[src/rtl/mbox_req_seq.sv]
// MBOX request sequencer: arbitrates EBOX and pager-fill requests onto the single cache/MBOX port,
// with retry backoff and sticky error flags. Optional response watchdog under `MCL_TIMEOUT_EN`.
module mbox_req_seq #(
    parameter int ADDR_W      = 22,
    parameter int RETRY_GAP   = 4,
    parameter int MAX_RETRY   = 15,
    parameter int TIMEOUT_CYC = 255
) (
    input  logic              clk,
    input  logic              resetN,
    input  logic              eboxReq,
    input  logic              eboxWrite,
    input  logic [ADDR_W-1:0] eboxAddr,
    input  logic              pfReq,
    input  logic [ADDR_W-1:0] pfAddr,
    input  logic              cshEBOXT0,
    input  logic              cshEBOXRetry,
    input  logic              mboxRespIn,
    output logic              mboxReq,
    output logic              mboxWrite,
    output logic [ADDR_W-1:0] mboxAddr,
    output logic              mboxSrc,
    output logic              eboxAck,
    output logic              eboxSync,
    output logic              pfAck,
    output logic              pfHold,
    output logic              busy,
    output logic              retryErr,
    output logic              timeoutErr
);
    localparam int RC_W  = $clog2(MAX_RETRY + 1);
    localparam int GAP_W = $clog2(RETRY_GAP + 1);

    typedef enum logic [2:0] {IDLE, REQ, WAIT, BACKOFF, DONE} state_t;

    state_t             state;
    logic               lastPf;
    logic [RC_W-1:0]    retryCnt;
    logic [GAP_W-1:0]   gapCnt;
    logic               grantPf;
    logic               grantEbox;
    logic               toExpire;
    logic               goDone;
    logic               goRetry;

    // Alternate owners when both requesters contend: PF yields only if it went last.
    always_comb begin
        grantPf   = (state == IDLE) && pfReq && !(eboxReq && lastPf);
        grantEbox = (state == IDLE) && !grantPf && eboxReq;
        // A response (or watchdog expiry) beats a same-cycle retry.
        goDone    = ((state == WAIT) && mboxRespIn) || toExpire;
        goRetry   = !goDone && cshEBOXRetry && ((state == REQ) || (state == WAIT));
    end

    assign pfHold = eboxReq && busy && mboxSrc;

`ifdef MCL_TIMEOUT_EN
    localparam int TO_W = $clog2(TIMEOUT_CYC + 1);
    logic [TO_W-1:0] toCnt;
    logic            enterReq;

    assign enterReq = grantPf || grantEbox || ((state == BACKOFF) && (gapCnt == '0));
    assign toExpire = ((state == REQ) || (state == WAIT)) && (toCnt == TO_W'(TIMEOUT_CYC - 1));

    always_ff @(posedge clk or negedge resetN) begin
        if (!resetN) begin
            toCnt      <= '0;
            timeoutErr <= 1'b0;
        end else begin
            if (enterReq)
                toCnt <= '0;
            else if ((state == REQ) || (state == WAIT))
                toCnt <= toCnt + 1'b1;
            if (toExpire)
                timeoutErr <= 1'b1;
        end
    end
`else
    assign toExpire   = 1'b0;
    assign timeoutErr = 1'b0;
`endif

    always_ff @(posedge clk or negedge resetN) begin
        if (!resetN) begin
            state     <= IDLE;
            lastPf    <= 1'b0;
            retryCnt  <= '0;
            gapCnt    <= '0;
            mboxReq   <= 1'b0;
            mboxWrite <= 1'b0;
            mboxAddr  <= '0;
            mboxSrc   <= 1'b0;
            eboxAck   <= 1'b0;
            eboxSync  <= 1'b0;
            pfAck     <= 1'b0;
            busy      <= 1'b0;
            retryErr  <= 1'b0;
        end else begin
            eboxAck  <= 1'b0;
            eboxSync <= 1'b0;
            pfAck    <= 1'b0;
            if (goDone) begin
                state    <= DONE;
                mboxReq  <= 1'b0;
                eboxAck  <= !mboxSrc;
                eboxSync <= !mboxSrc;
                pfAck    <= mboxSrc;
            end else if (goRetry) begin
                state   <= BACKOFF;
                mboxReq <= 1'b0;
                gapCnt  <= GAP_W'(RETRY_GAP - 1);
                if (retryCnt == RC_W'(MAX_RETRY))
                    retryErr <= 1'b1;
                else
                    retryCnt <= retryCnt + 1'b1;
            end else begin
                case (state)
                    IDLE: if (grantPf || grantEbox) begin
                        state     <= REQ;
                        mboxReq   <= 1'b1;
                        busy      <= 1'b1;
                        mboxSrc   <= grantPf;
                        lastPf    <= grantPf;
                        mboxAddr  <= grantPf ? pfAddr : eboxAddr;
                        mboxWrite <= grantPf ? 1'b0 : eboxWrite;
                        retryCnt  <= '0;
                    end
                    REQ: if (cshEBOXT0) begin
                        state   <= WAIT;
                        mboxReq <= 1'b0;
                    end
                    BACKOFF: if (gapCnt == '0) begin
                        state   <= REQ;
                        mboxReq <= 1'b1;
                    end else begin
                        gapCnt <= gapCnt - 1'b1;
                    end
                    DONE: begin
                        state <= IDLE;
                        busy  <= 1'b0;
                    end
                    default: ;
                endcase
            end
        end
    end
endmodule

[config.mk]
export PLATFORM = sky130hd
export DESIGN_NAME = mbox_req_seq
export DESIGN_NICKNAME = d
export VERILOG_FILES = /design/src/rtl/mbox_req_seq.sv
export SDC_FILE = /design/constraint.sdc
export NUM_CORES = 1
export LEC_CHECK = 0
export BUFFER_PORTS_ARGS = -buffer_cell sky130_fd_sc_hd__buf_4
export CAP_MARGIN = 25
export CORE_MARGIN = 2
export CORE_UTILIZATION = 47
export DETAILED_ROUTE_END_ITERATION = 6
export HOLD_SLACK_MARGIN = 0.08
export PLACE_DENSITY = 0.85
export SYNTH_ARGS = -nofsm -noshare
export SYNTH_HDL_FRONTEND = slang
export SYNTH_SLANG_ARGS = --single-unit
[constraint.sdc]
create_clock -name clk -period 2 [get_ports clk]
set_clock_uncertainty 0.05 [all_clocks]
set_input_delay 0.4 -clock clk [delete_from_list [all_inputs] [get_ports clk]]
set_output_delay 0.4 -clock clk [all_outputs]
set_load 0.05 [all_outputs]
==> results.md, run 1 <==
- Crit-path max cell delay: approximately 520 ps
- Iteration-0 DRC Markers: 100
- RSZ-0062 raised after global routing: true
- Slowest library cell on the worst path: dfrtp_1
- Synth top area share: 0.4949
- Synth top area cells: dfrtp_1, mux2i_1, nand2_1
- Area after DPL: roughly 2600 um^2
- Critical path class: flop to flop
- Remaining DRCs: 0
- Seq/Total Area, Yosys: 0.4949
- Clock buffer depth: 2
- Max-cap viol count: 0
- PnR worst setup slack: around 170 ps
- CTS Buf Count: 5
- Largest area contributor in the netlist: dfrtp_1
- Mapped Area: between 1500 and 2000 um^2
- Setup WS pre-CTS: between 150 and 200 ps
- Yosys warnings: 0
- CTS tree: done
- RePlAce Congestion: ~0.76
- Delay-heaviest family, CP: simple AND/OR/NAND/NOR gates
- #FFs+latches synth: 39
- Grt total ovfl: 0
- Share of layout cells above drive strength 1: 0.3418
- Antenna Cells: 0
- Min Tclk post-route: 1832 ps
- Root buffer cell: clkbuf_8
- Worst Path Arrival: 1930 ps
- Primary FF master, synth: dfrtp_1
- Std cell rows: 23
- Async SR Flop Fraction: 1.000
- Crit Path Max Fanout: 23
- Final Instance Area: around 2700 um^2
- Crit path buffers/inverters: 0
- Chip height: approximately 69 um
- Initial antenna violation count: 0
- Pwr dens: around 1600 nW/um^2
- Achievable clock frequency: 545.9 MHz
- Worst path required time: about 2100 ps
- Setup_tns: 0 ps
- Die Area: 4729 um^2
- Fillers: 319
- Leakage power: 1.483 nW
- Largest net degree at the start of global routing: 40
- Synth cell types: 43
- Part of the cycle the worst path needs: 0.9159
- Final Hold Fails: 0
- Max VDD drop: ~0.70 mV
- Post-cts resize count: 0
- Setup violators final: 0
- Via count: 1672
- Number of instances in the placed design: around 320
- Status: finished clean
- I/O Pins: 84
- EDFF count, synth: 0
- Area Growth Syn to Fin: 38.77%
- Number of global-route vias before repair: roughly 1500
- CP Launch Type: flop
- Mapped Avg Cell Area: just over 10 um^2
- TritonRoute pass-1 iters: 4
- First-pass GRT wire length: 6610 um
- Most frequent cells in the layout: buf_4, dfrtp_1, nand2_1
- PortBufs: between 80 and 90
- Worst Tran Pin Value: 549.2 ps
- Clock latency on the worst-skew pair: between 200 and 300 ps
- Worst rel slew slack: 0.6338
- H-Tree Depth: 2
- Starting Density: 0.4894
- Post-route ant nets: 0
- CTS Sinks: 39
- GR Util All Layers: 0.1905
- Commonest non-fill, non-tap cell in the layout: buf_4
- Worst-path clk slew: ~70 ps
- Setup bufs post-CTS: 0
- Post-Syn Instances: just under 200
- Total core area: slightly above 4000 um^2
- Vias/cell: 5.145
- Crit path cell chain: nor3_4, nand3_4, mux2i_1, o21ai_0
- Final WL: 4464 um
- Mean routed wirelength per cell: roughly 14 um
- Syn_nets: between 200 and 250
- Max Slew Vio Count: 0
- Die Span X: 68.77 um
- Fin nets: between 300 and 400
- Non-filler instance count after layout: 325
- DP Wirelength: between 3000 and 4000 um
- Hold WC Path Type: input pin to flop
- Endpoint class of the critical path: flop
[path summary, 6_finish.rpt]
check | start | endpoint | slack (ps) | cells past startpoint
worst max-delay path | state[0]$_DFFE_PN0P_ | mboxAddr[17]$_DFFE_PN0P_ | 170 | 4
worst min register to register | mboxAddr[2]$_DFFE_PN0P_ | mboxAddr[2]$_DFFE_PN0P_ | 440 | 2
worst min-delay path | mboxRespIn | state[1]$_DFFE_PN0P_ | 300 | 2
min in group asynchronous | resetN | mboxReq$_DFFE_PN0P_ | 570 | 2
max in group asynchronous | resetN | state[2]$_DFFE_PN0P_ | 990 | 2
worst max register to register | state[0]$_DFFE_PN0P_ | mboxAddr[17]$_DFFE_PN0P_ | 170 | 4
[synthesized netlist by cell type (all sizes together) (3+ instances only)]
cell type	n
ha	3
nand3	5
o2bb2ai	3
dfrtp	39
nor2	10
buf	10
nand2	30
mux2i	22
nor2b	3
nand2b	3
and3	3
o21ai	28
inv	5
[power by group]
| part | internal [mW] | switching (mW) |
|---|---|---|
| Combinational | 0.766 | 1.46 |
| Sequential | 1.11 | 0.252 |
| Clock | 0.499 | 0.264 |
[flip-flops by register name, summed over array words and instances (netlist names)]
name       flops
mboxAddr      22
retryCnt       4
gapCnt         3
state          3
busy           1
eboxSync       1
lastPf         1
mboxReq        1
mboxWrite      1
pfAck          1
retryErr       1
[worst register-to-register path: cells and delay by family (launching register included)]
family             cells  cell delay, ps
AOI/OAI and AO/OA      1             100
DFF                    1             520
muxes                  1             260
and+or+nand+nor        2             770
[stage by stage]
stage          hold WS, ps  power (mW)  utilization
2_1_floorplan        54.41       2.967            -
3_3_place_gp         348.3       3.559       0.6438
3_5_place_dp         353.5       3.625       0.6438
4_1_cts              297.8       4.407       0.6792
5_1_grt              304.9       4.642       0.6792
6_report             304.8       4.356       0.6792
[final cells by class]
cell class | count | area, um^2 | area share
Clock buffer | 6 | 72.57 | 0.02652
Clock inverter | 2 | 60.06 | 0.02195
Inverter | 5 | 18.77 | 0.006859
Multi-Input combinational cell | 138 | 893.4 | 0.3265
Sequential cell | 39 | 975.9 | 0.3567
Tap cell | 50 | 62.56 | 0.02286
Timing Repair Buffer | 85 | 653.1 | 0.2387
[cell families (layout without fill, tap and decap cells)]
logic type	Yosys count	in the layout	share of synthesized area
XOR/XNOR	3	3	0.01333
flip-flops	39	39	0.4949
buffers and inverters	17	98	0.05203
AND/OR/NAND/NOR	63	63	0.1631
multiplexers	22	22	0.1117
AO/OA/AOI/OAI	46	46	0.1440
other	1	1	0.001902
adder cells (fa/ha/maj)	3	3	0.01904
[metal layers]
| metal | part of all wire | vias to the layer above | global-route usage |
|---|---|---|---|
| met3 | 0.058 | 4 | 0.03409 |
| met4 | 0.011 | 0 | 0.09314 |
| met2 | 0.55 | 54 | 0.3245 |
| li1 | - | 836 | - |
| met5 | 0 | - | 0 |
| met1 | 0.38 | 778 | 0.2318 |
[repair_timing]
item | in CTS | in global routing
endpoints found under the setup margin | 0 | 1
hold buffers | 1 | 0
endpoints found under the hold margin | 39 | 0
No activity file was read; power rests on OpenSTA's default activity.
==> run 2, diff against run 1 <==
- CORE_UTILIZATION: 47 -> 40
- PLACE_DENSITY: 0.85 -> 0.75
==> run 2 against run 1 <==
Net effect: worst hold slack lost 7.2 ps; routed wire length shrank 3.6%; worst setup slack gained 9.4 ps; core utilization fell by 9.5 points; non-clock buffer count is the same; first-iteration DRC count shrank 59%.
==> results.md, run 2 (same netlist as run 1, synthesis figures left out) <==
- H-Tree Depth: 2
- Remaining DRCs: 0
- Crit path buffers/inverters: 0
- Crit-path max cell delay: 520 ps
- Hold path startpoint: mboxRespIn
- DP Wirelength: 3227 um
- Area after DPL: 2615 um^2
- Min Tclk post-route: ~1800 ps
- Critical path class: flop to flop
- Largest net degree at the start of global routing: 40
- Commonest non-fill, non-tap cell in the layout: buf_4
- Final Instance Area: approximately 2800 um^2
- Leakage power: approximately 1.5 nW
- WHS Endpoint: state[1]$_DFFE_PN0P_
- Total core area: approximately 4700 um^2
- Crit path cell chain: nor3_4, nand3_4, mux2i_1, o21ai_1
- Via count: 1669
- Hold_ws: just under 300 ps
- Worst rel slew slack: 0.6029
- Fin nets: approximately 330
- I/O Pins: 84
- Setup bufs post-CTS: 0
- R2R depth: 4
- Final WL: roughly 4300 um
- CP Launch Type: flop
- Worst path required time: about 2100 ps
- Endpoint class of the critical path: flop
- Number of global-route vias before repair: around 1600
- RePlAce Congestion: roughly 0.79
- Setup_tns: 0 ps
- Power consumption: between 4 and 5 mW
- Biggest regs: mboxAddr x22, retryCnt x4
- CTS Sinks: 39
- Antenna Cells: 0
- Worst-path clk slew: ~70 ps
- Chip height: around 74 um
- Mean routed wirelength per cell: 12.58 um
- Clock buffer depth: 2
- Post-route ant nets: 0
- Most frequent cells in the layout: buf_4, dfrtp_1, nand2_1
- RSZ-0062 raised after global routing: false
- Biggest register: mboxAddr
- Max reg flops: 22
- Hold WC Path Type: input pin to flop
- Std cell rows: 25
- GR Util All Layers: 0.1613
- Worst Tran Pin Value: between 500 and 600 ps
- Die Span X: between 70 and 80 um
- Part of the cycle the worst path needs: 0.9112
- Critical R2R Launch: state[0]$_DFFE_PN0P_
- PortBufs: between 80 and 90
- Initial antenna violation count: 0
- First-pass GRT wire length: between 6000 and 7000 um
- Iteration-0 DRC Markers: 41
- Final Hold Fails: 0
- Pwr dens: about 1600 nW/um^2
- Max-cap viol count: 0
- Slowest library cell on the worst path: dfrtp_1
- Die Area: between 5000 and 6000 um^2
- Delay-heaviest family, CP: simple AND/OR/NAND/NOR gates
- Reg2reg end: mboxAddr[15]$_DFFE_PN0P_
- Root buffer cell: clkbuf_8
- Clock latency on the worst-skew pair: between 200 and 300 ps
- Grt total ovfl: 0
- Achievable clock frequency: approximately 550 MHz
- CTS Buf Count: 5
- Status: finished clean
- TritonRoute pass-1 iters: 4
- Setup violators final: 0
- CTS tree: done
- Vias/cell: between 4 and 5
- Share of layout cells above drive strength 1: 0.3418
- FF-to-FF setup slack: between 150 and 200 ps
- Crit Path Max Fanout: 23
- Area Growth Syn to Fin: 39.85%
- Starting Density: 0.4175
- Worst Path Arrival: between 1500 and 2000 ps
- Max Slew Vio Count: 0
- Max VDD drop: about 0.77 mV
- Hold depth: 2
-- run 2: cell counts in the layout (fill, tap and decap cells not counted) --
Identical to the previous run, type by type.
-- run 2: final cells by class --
type,instances,area [um^2]
clock buffer,6,72.57
fill,422,1966
multi-input combinational,138,893.4
tap,67,83.83
sequential,39,975.9
clock inverter,2,60.06
inverter,5,18.77
timing repair buffer,85,653.1
-- run 2: metal layers --
metal	share of wire	global-route usage	wire length, um
met1	0.41	0.1909	1766
met2	0.52	0.2758	2247
met3	0.059	0.04607	254
met4	0.0079	0.06746	34
met5	0	0	0
-- run 2: worst reg2reg max path, cell delays in order (launching register included) --
cell,delay [ps]
dfrtp_1,520
nor3_4,370
nand3_4,390
mux2i_1,290
o21ai_1,70
-- run 2: report_power, final --
part / leakage [nW] / switching, mW / internal (mW)
clock network: 0.0654 / 0.263 / 0.499
registers: 0.492 / 0.254 / 1.11
logic: 0.925 / 1.45 / 0.766
-- run 2: worst max-delay path by stage --
stage / from / slack (ps) / endpoint / depth (start not counted)
after floorplan: lastPf$_DFFE_PN0P_ / 320 / pfHold / 1
after global placement: state[0]$_DFFE_PN0P_ / 220 / mboxAddr[9]$_DFFE_PN0P_ / 4
after detailed placement: state[0]$_DFFE_PN0P_ / 150 / mboxAddr[17]$_DFFE_PN0P_ / 4
after CTS: state[0]$_DFFE_PN0P_ / 150 / mboxAddr[16]$_DFFE_PN0P_ / 4
after global routing: state[0]$_DFFE_PN0P_ / 8 / mboxAddr[13]$_DFFE_PN0P_ / 4
final: state[0]$_DFFE_PN0P_ / 180 / mboxAddr[15]$_DFFE_PN0P_ / 4
-- run 2: timing repair --
item,4_1_cts,5_1_grt
hold buffers,1,0
gates resized for setup,0,0
hold endpoints to repair,39,0
-- run 2: metrics by stage --
step,cells,setup slack (ps),utilization
final,342,177.6,0.5838
after detailed placement,333,154.4,0.5536
after CTS,342,148.0,0.5838
after global routing,342,7.852,0.5838
after global placement,333,216.0,0.5536
after floorplan,194,324.9,-
==> run 3, diff against run 2 <==
- RECOVER_POWER: unset -> 25
==> run 3 against run 2 <==
Net effect: worst hold slack unchanged; first-iteration DRC count unchanged; core utilization down 0.053 points; power about the same; via count unchanged; critical path depth unchanged; global-route usage unchanged; worst setup slack about the same; non-clock buffer count unchanged; routed wire length unchanged; clock power about the same.
==> results.md, run 3 (same netlist as run 1, synthesis figures left out) <==
- Status: finished clean
- DP Wirelength: approximately 3200 um
- Iteration-0 DRC Markers: 41
- Chip height: 74.21 um
- Biggest register: mboxAddr
- Die Span X: about 74 um
- Max-cap viol count: 0
- Fillers: approximately 420
- Final Instance Area: around 2800 um^2
- Achievable clock frequency: 548.7 MHz
- Worst Path Arrival: between 1500 and 2000 ps
- Int Power: between 2 and 2.5 mW
- Clock share of power: 0.175
- Post-cts resize count: 0
- Endpoint class of the critical path: flop
- PortBufs: 82
- Remaining DRCs: 0
- Commonest non-fill, non-tap cell in the layout: buf_4
- Largest net degree at the start of global routing: 40
- GR Util All Layers: 0.1613
- Final Hold Fails: 0
- First-pass GRT wire length: ~6800 um
- Critical path class: flop to flop
- Via count: roughly 1700
- Sw frac: 0.4525
- Delay-heaviest family, CP: simple AND/OR/NAND/NOR gates
- Min Tclk post-route: around 1800 ps
- Hold_buf cts: 1
- Setup bufs post-CTS: 0
- Worst rel slew slack: 0.3503
- Setup_tns: 0 ps
- Slowest library cell on the worst path: dfrtp_1
- Post-route ant nets: 0
- Initial antenna violation count: 0
- TritonRoute pass-1 iters: 4
- Worst Tran Pin Value: roughly 970 ps
- Area after DPL: approximately 2600 um^2
- Antenna Cells: 0
- CTS Sinks: 39
- Flop pwr share: 0.315
- Starting Density: 0.4175
- Met2 wire len: roughly 2200 um
- Post-layout util: 0.5833
- Hold_ws: 297.6 ps
- Combinational share of power: 0.510
- Root buffer cell: clkbuf_8
- H-Tree Depth: 2
- Crit path cell chain: nor3_4, nand3_4, mux2i_1, o21ai_1
- Part of the cycle the worst path needs: 0.9112
- Met3 wire len: 254 um
- Leakage power: about 1.5 nW
- Number of global-route vias before repair: 1560
- CP Launch Type: flop
- Max Slew Vio Count: 0
- RSZ-0062 raised after global routing: false
- Worst-path clk slew: 70 ps
- Hold WC Path Type: input pin to flop
- Grt total ovfl: 0
- Vias/cell: ~4.9
- Std cell rows: 25
- Final WL: ~4300 um
- Crit path buffers/inverters: 0
- Total core area: 4723 um^2
- Fin nets: between 300 and 400
- Mean routed wirelength per cell: about 13 um
- P_sw: between 1.5 and 2 mW
- I/O Pins: 84
- Max reg flops: 22
- Setup violators final: 0
- Crit Path Max Fanout: 23
- Area Growth Syn to Fin: 39.72%
- CTS Buf Count: 5
- Power consumption: between 4 and 5 mW
- CTS tree: done
- Die Area: approximately 5500 um^2
- Worst path required time: between 2000 and 2500 ps
- Most frequent cells in the layout: buf_4, dfrtp_1, nand2_1
- Pwr dens: ~1600 nW/um^2
- Clock buffer depth: 2
- Clock latency on the worst-skew pair: 290 ps
- Max Used Layer: met4
- Share of layout cells above drive strength 1: 0.3418
- Max VDD drop: 0.7650 mV
- M1 WL: 1765 um
- Biggest regs: mboxAddr x22, retryCnt x4
- RePlAce Congestion: roughly 0.8
- Crit-path max cell delay: between 500 and 600 ps
## run 3: changes by cell type in the layout (fill, tap and decap cells not counted)
cell / before / now
clkbuf_2: 0 / 1
buf_4: 83 / 82
## run 3: through the flow
step	std cells	worst slack, ps
CTS	342	148.0
floorplan	194	324.9
detailed placement	333	154.4
global route	342	7.852
finish	342	177.6
global placement	333	216.0
## run 3: path summary, 6_finish.rpt
| path | from | endpoint | slack, ps | cells past startpoint |
|---|---|---|---|---|
| min reg2reg | mboxAddr[15]$_DFFE_PN0P_ | mboxAddr[15]$_DFFE_PN0P_ | 440 | 2 |
| max reg2reg | state[0]$_DFFE_PN0P_ | mboxAddr[15]$_DFFE_PN0P_ | 180 | 4 |
| max in group asynchronous | resetN | gapCnt[0]$_DFFE_PN0P_ | 540 | 2 |
| min | mboxRespIn | state[1]$_DFFE_PN0P_ | 300 | 2 |
| max | state[0]$_DFFE_PN0P_ | mboxAddr[15]$_DFFE_PN0P_ | 180 | 4 |
| min in group asynchronous | resetN | gapCnt[2]$_DFFE_PN0P_ | 750 | 2 |
## run 3: area by class of cell
cell class                 count  area (um^2)  area share
inverter                       5        18.77    0.006812
clock inverter                 2        60.06     0.02180
multi-input combinational    138        893.4      0.3243
timing repair buffer          85        650.6      0.2361
tap                           67        83.83     0.03043
sequential                    39        975.9      0.3542
clock buffer                   6        72.57     0.02634
## run 3: routing by layer
metal	vias to the layer above	global-route usage
met5	-	0
li1	834	-
met4	0	0.06746
met2	52	0.2758
met3	2	0.04607
met1	781	0.1909
## run 3: worst register-to-register path: cells and delay by family, from the launching register on
kind	cells	cell delay, ps
mux	1	290
flops	1	520
compound gates	1	70
simple gates	2	760
## run 3: power by group through the flow
stage / clock network [mW] / registers [mW] / logic [mW]
5_1_grt: 0.823 / 1.41 / 2.40
4_1_cts: 0.787 / 1.37 / 2.24
6_report: 0.762 / 1.37 / 2.21
3_5_place_dp: 0 / 1.38 / 2.23
3_3_place_gp: 0 / 1.37 / 2.20
2_1_floorplan: 0 / 2.13 / 0.837
